[config.mk]
export PLATFORM = sky130hd
export DESIGN_NAME = rr_grant_indexer
export DESIGN_NICKNAME = d
export VERILOG_FILES = /design/src/rtl/rr_grant_indexer_pkg.sv /design/src/rtl/rr_pick4.sv /design/src/rtl/rr_grant_indexer.sv
export SDC_FILE = /design/constraint.sdc
export NUM_CORES = 1
export LEC_CHECK = 0
export BUFFER_PORTS_ARGS = -buffer_cell sky130_fd_sc_hd__buf_2
export CAP_MARGIN = 20
export CORE_MARGIN = 2
export CORE_UTILIZATION = 55
export DETAILED_ROUTE_END_ITERATION = 8
export PLACE_DENSITY = 0.78
export SYNTH_ARGS = -nofsm -noshare
export SYNTH_HDL_FRONTEND = slang
export SYNTH_SLANG_ARGS = --single-unit
[constraint.sdc]
create_clock -name clk -period 1.6 [get_ports clk]
set_input_delay 0.16 -clock clk [delete_from_list [all_inputs] [get_ports clk]]
set_output_delay 0.16 -clock clk [all_outputs]
set_load 0.02 [all_outputs]
[src/rtl/rr_grant_indexer_pkg.sv]
// Shared definitions for the round-robin grant indexer and its downstream
// 2-to-4 decoder stage.
package rr_grant_indexer_pkg;

    localparam int N_REQ = 4;
    localparam int IDX_W = 2;

    typedef enum logic {
        ST_IDLE  = 1'b0,
        ST_GRANT = 1'b1
    } state_t;

    // Modular index arithmetic: base + off, wrapping inside the index width.
    function automatic logic [IDX_W-1:0] idx_add(input logic [IDX_W-1:0] base,
                                                 input int unsigned        off);
        return base + IDX_W'(off);
    endfunction

endpackage

[src/rtl/rr_pick4.sv]
// Combinational round-robin winner search over four requesters, starting
// one position after the last winner and wrapping around.
module rr_pick4
    import rr_grant_indexer_pkg::*;
(
    input  logic [N_REQ-1:0] req,
    input  logic [IDX_W-1:0] last,
    output logic [IDX_W-1:0] pick,
    output logic             any
);

    // cand[k] is the k-th index visited by the search; rot[k] its request bit.
    logic [N_REQ-1:0]            rot;
    logic [N_REQ-1:0][IDX_W-1:0] cand;

    genvar gi;
    for (gi = 0; gi < N_REQ; gi++) begin : g_rot
        assign cand[gi] = idx_add(last, gi + 1);
        assign rot[gi]  = req[cand[gi]];
    end

    // Lowest search position with a request wins; scanning downward lets the
    // earliest position overwrite later ones.
    always_comb begin
        pick = last;
        for (int k = N_REQ - 1; k >= 0; k--) begin
            if (rot[k]) begin
                pick = cand[k];
            end
        end
    end

    assign any = |req;

endmodule

[src/rtl/rr_grant_indexer.sv]
// Round-robin arbiter for four requesters with a registered grant index,
// valid flag and hold-timer timeout pulse. A one-cycle bubble follows
// every release so the downstream decoder never sees an index change while
// a grant is live.
module rr_grant_indexer
    import rr_grant_indexer_pkg::*;
#(
    parameter int HOLD_MAX = 8,
    parameter int CW       = 8
) (
    input  logic             clk,
    input  logic             rst,
    input  logic [N_REQ-1:0] req,
    input  logic             done,
    output logic [IDX_W-1:0] gnt_idx,
    output logic             gnt_valid,
    output logic             timeout
);

    localparam logic [CW-1:0] HOLD_LAST = CW'(HOLD_MAX - 1);

    state_t           state_reg;
    logic [CW-1:0]    cnt_reg;
    logic [IDX_W-1:0] last_reg;
    logic [IDX_W-1:0] idx_reg;
    logic             valid_reg;
    logic             timeout_reg;

    logic [IDX_W-1:0] pick;
    logic             any;
    logic             hold_expired;
    logic             owner_req;
    logic             release_now;

    rr_pick4 u_pick (
        .req  (req),
        .last (last_reg),
        .pick (pick),
        .any  (any)
    );

    // Release conditions for the grant currently held.
    always_comb begin
        hold_expired = (cnt_reg == HOLD_LAST);
        owner_req    = req[idx_reg];
        release_now  = done | ~owner_req | hold_expired;
    end

    // Arbitration FSM with hold counter, last-winner pointer and output flops.
    always_ff @(posedge clk) begin
        if (rst) begin
            state_reg   <= ST_IDLE;
            cnt_reg     <= '0;
            last_reg    <= IDX_W'(N_REQ - 1);
            idx_reg     <= '0;
            valid_reg   <= 1'b0;
            timeout_reg <= 1'b0;
        end else begin
            case (state_reg)
                ST_IDLE: begin
                    timeout_reg <= 1'b0;
                    if (any) begin
                        idx_reg   <= pick;
                        last_reg  <= pick;
                        valid_reg <= 1'b1;
                        cnt_reg   <= '0;
                        state_reg <= ST_GRANT;
                    end
                end
                ST_GRANT: begin
                    if (release_now) begin
                        valid_reg   <= 1'b0;
                        cnt_reg     <= '0;
                        state_reg   <= ST_IDLE;
                        // Only a pure timer expiry is reported as a timeout.
                        timeout_reg <= hold_expired & ~done & owner_req;
                    end else begin
                        cnt_reg     <= cnt_reg + 1'b1;
                        timeout_reg <= 1'b0;
                    end
                end
            endcase
        end
    end

    assign gnt_idx   = idx_reg;
    assign gnt_valid = valid_reg;
    assign timeout   = timeout_reg;

endmodule

==> results <==
- The number of hold-slack violations in the final timing report is 0.
- The critical path class is reg2reg.
- The number of core rows is 14.
- The weighted congestion reported at the end of routability-driven placement is about 0.85.
- Buffers added to address setup during post-CTS repair amount to 0.
- The launch instance of the worst register-to-register path is cnt_reg[0].
- For the final routed database, the setup TNS stands at 0 ps.
- The remaining routing DRC violations is 0.
- The slowest cell on the critical path is sky130_fd_sc_hd__dfxtp_1.
- Static timing analysis puts the maximum clock frequency at 0.665 GHz.
- Entering global routing, the biggest net connects 16 pins.
- Multiplexer cells account for 2.26% of the synthesized area.
- The worst hold path begins at rst.
- In the post-synthesis netlist, the biggest area contributors are sky130_fd_sc_hd__dfxtp_1, sky130_fd_sc_hd__a31oi_1, sky130_fd_sc_hd__nand3_1.
- The number of sinks on the clock net is 15.
- 0 antenna diodes ended up in the layout.
- The number of maximum-capacitance violations is 0.
- The synthesized-area fraction occupied by and/or/nand/nor cells is 31.9%.
- At the pin with the least slew margin, the transition time is 353 ps.
- The tree is rooted in a sky130_fd_sc_hd__clkbuf_4.
- The final routed wirelength across all metal layers is about 1800 um.
- After routing the design area is 982 sq um.
- STA classifies the critical path startpoint as a register.
- The number of flip-flops in the largest register is 8.
- The vias after detailed routing is 801.
- The synthesized design contains 15 register bits.
- After floorplanning, the core was sized to cover 0.00151 sq mm.
- The final critical-path share of the clock period is a little over nine tenths.
- By count the netlist is led by sky130_fd_sc_hd__dfxtp_1, sky130_fd_sc_hd__a31oi_1, sky130_fd_sc_hd__nand2_1, sky130_fd_sc_hd__nor2_1, sky130_fd_sc_hd__nand3_1.
- STA classifies the critical path endpoint as a register.
- The count of nets left with antenna violations once routing finished came out at 0.
- The number of clock buffers added by TritonCTS is 3.
- The final-report max-slew violation count is 0.
- Across the VDD grid, the largest voltage drop is between 0.6 and 0.7 mV.
- The net count of the mapped netlist is between 100 and 150.
- Summing the areas of all xor and xnor instances in the mapped netlist gives 0% of the synthesized area.
- Of all flip-flops after synthesis, the portion carrying an async set or reset was 0%.
- The analysis attributes to cell leakage a power of 0.350 nW.
- Along the worst path, the maximum fanout reaches 5.
- Input and output buffers added on the ports amount to 10.
- The setup slack of the critical path after layout is 95.6 ps.
- The proportion of synthesized chip area in sequential cells is 33.9%.
- In this run the cell area measured after placement is 932 sq um.
- The most instantiated library cell after synthesis is sky130_fd_sc_hd__dfxtp_1.
- Clock-pin slew was measured on the worst setup and hold paths at 80 ps.
- Summing the areas of all compound-gate instances in the mapped netlist gives between 20% and 30% of the synthesized area.
- The largest single stage delay on the critical path is 390 ps.
- The die is 44.2 um tall.
- The all-layer global routing usage is between 15 and 20%.
- The number of violations reported at the end of detailed-routing iteration 0 is 29.
- The number of buffers added to fix hold violations after cts is 0.
- Of all cell types, the one taking the most synthesized area is sky130_fd_sc_hd__dfxtp_1.
- A synthesized cell averages 8.78 sq um.
- Pin placement for this block handled 11 I/O pins.
- The total global routing overflow is 0.
- The post-cts sizing count is 0.
- The H-tree level count is 1.
- Among all flip-flop cells after synthesis, the most frequent one is sky130_fd_sc_hd__dfxtp_1.
- TritonCTS built the clock tree.
- The total design power is roughly 0.80 mW.
- The final critical delay including setup and external delays is between 1500 and 2000 ps.
- Counting distinct cell types in the post-synthesis netlist gives 38.
- After filler insertion, the fill cell instance count of the layout stands at 133.
- Summing every instance area after synthesis gives 887 sq um.
- The number of global-route vias before repair came to 660.
- The number of placed instances, taps included is about 130.
- The buffers plus inverters on the worst setup path is 0.
- The routed via count divided by cell count is ~6.2.
- The chip width is around 44 um.
- The worst slack at placement is about 74 ps.
- The tightest hold path in the finished design has a slack of 178 ps.
- Measured against its own limit, the worst slew margin works out to 76.2%.
- For the worst setup path, the data required time is 1780 ps.
- The final standard cell utilization of the core is 65.2%.
- The min-delay analysis places its worst path in the category in2reg.
- The first global-routing pass estimated 2860 um of wire.
- After detailed routing, the average wire length per cell comes to 13.9 um.
- The maximum clock skew at final layout is ~1.6 ps.
- The cell count after synthesis is 101.
- The initial antenna violation count was 0.
- The warning count from the yosys run is 0.
- The flow ran to the end, and the final reports show no timing, DRC or antenna violations.
- In this run the worst setup path begins at cnt_reg[0].
- The power per cell area is about 810 mW/mm^2.
- The area growth from synthesis to layout is 10.7%.
- Of the cells placed in the final design, the portion with a size suffix greater than 1 is 23.9%.
- The die footprint is between 0.0015 and 0.002 sq mm.
- The detailed-placement wirelength estimate is 1290 um.
- The main combinational cell family by area after synthesis is simple AND/OR/NAND/NOR gates.
- For this run, the detailed router's first-pass iteration total came to 4.
- At the end of the flow, the number of nets in the layout was around 120.
- STA puts the critical path data arrival time at 1680 ps.
- The later-pin clock latency in the skew report is 280 ps.
- Summing the areas of all fa, ha and maj instances in the mapped netlist gives 1.41% of the synthesized area.
- Excluding fillers, the count of instances in the completed layout stands at 129.
- The fraction of post-synthesis cell area in the top cell type by area is between 30% and 40%.
- Setup violations remaining at the end of the flow were counted as 0.
- The clock tree buffer depth is 2.
- On the critical path the largest part of the delay comes from simple AND/OR/NAND/NOR gates.
- In this run, synthesis inferred 0 flip-flops with an integrated enable.
- The signal on the critical path passes through ha_2 -> nor4b_4 -> nand2_1 -> a32oi_1 -> nor2_1.
- Once the floorplan was initialized, standard cells occupied between 50 and 60% of the core.
cell families after synthesis:
kind of cell / count (synthesis)
multiplexers: 2
buffers and inverters: 8
AO/OA/AOI/OAI: 30
flip-flops: 15
AND/OR/NAND/NOR: 45
adder cells (fa/ha/maj): 1
worst reg2reg max path, cell delays in order, from the launching register on:
cell,delay [ps]
sky130_fd_sc_hd__dfxtp_1,390
sky130_fd_sc_hd__ha_2,240
sky130_fd_sc_hd__nor4b_4,280
sky130_fd_sc_hd__nand2_1,190
sky130_fd_sc_hd__a32oi_1,260
sky130_fd_sc_hd__nor2_1,50
metal layers:
| layer | GRT usage, % | up-vias | share of wire, % |
|---|---|---|---|
| met1 | 28.4 | 362 | 48 |
| met4 | 7.27 | 0 | 0 |
| met5 | 0 | - | 0 |
| met2 | 27.1 | 28 | 46 |
| li1 | - | 411 | - |
| met3 | 7.76 | 0 | 6.2 |
placed cells by master, fill, tap and decap left out, types with 2 or more instances in the layout:
cell,synthesis,routed
sky130_fd_sc_hd__inv_1,4,4
sky130_fd_sc_hd__a211oi_1,3,3
sky130_fd_sc_hd__nand3b_1,3,3
sky130_fd_sc_hd__nand2b_1,3,3
sky130_fd_sc_hd__nand3_1,7,7
sky130_fd_sc_hd__o21ai_1,2,2
sky130_fd_sc_hd__nand4_1,2,2
sky130_fd_sc_hd__mux2i_1,2,2
sky130_fd_sc_hd__nor2_1,8,8
sky130_fd_sc_hd__nand2_1,8,8
sky130_fd_sc_hd__and4_2,2,2
sky130_fd_sc_hd__nor3b_1,3,2
sky130_fd_sc_hd__buf_2,0,10
sky130_fd_sc_hd__o211ai_1,2,2
sky130_fd_sc_hd__a31oi_1,11,11
sky130_fd_sc_hd__dfxtp_1,15,15
sky130_fd_sc_hd__buf_4,0,2
sky130_fd_sc_hd__clkbuf_4,0,3
sky130_fd_sc_hd__a21oi_1,3,3
final timing paths:
path,endpoint,slack (ps),cells past startpoint
hold / removal,gnt_idx[1],180,2
setup / recovery,cnt_reg[1],100,5
setup reg to reg,cnt_reg[1],100,5
hold reg to reg,gnt_idx[1],490,2
cell type report:
type                    count  area (sq um)  area share (%)
flip-flops and latches     15           300            30.6
well taps                  16          20.0            2.04
clock buffers               4          26.3            2.68
inverters                   4          15.0            1.53
repair buffers             12          65.1            6.62
multi-input cells          78           556            56.6
power by group:
part | leakage [nW] | internal [mW] | switching (mW) | total (mW)
sequential | 0.122 | 0.394 | 0.0250 | 0.419
combinational | 0.212 | 0.0696 | 0.0934 | 0.163
clock | 0.0150 | 0.0968 | 0.118 | 0.215
Note: power is estimated with default switching activity, not from simulation.
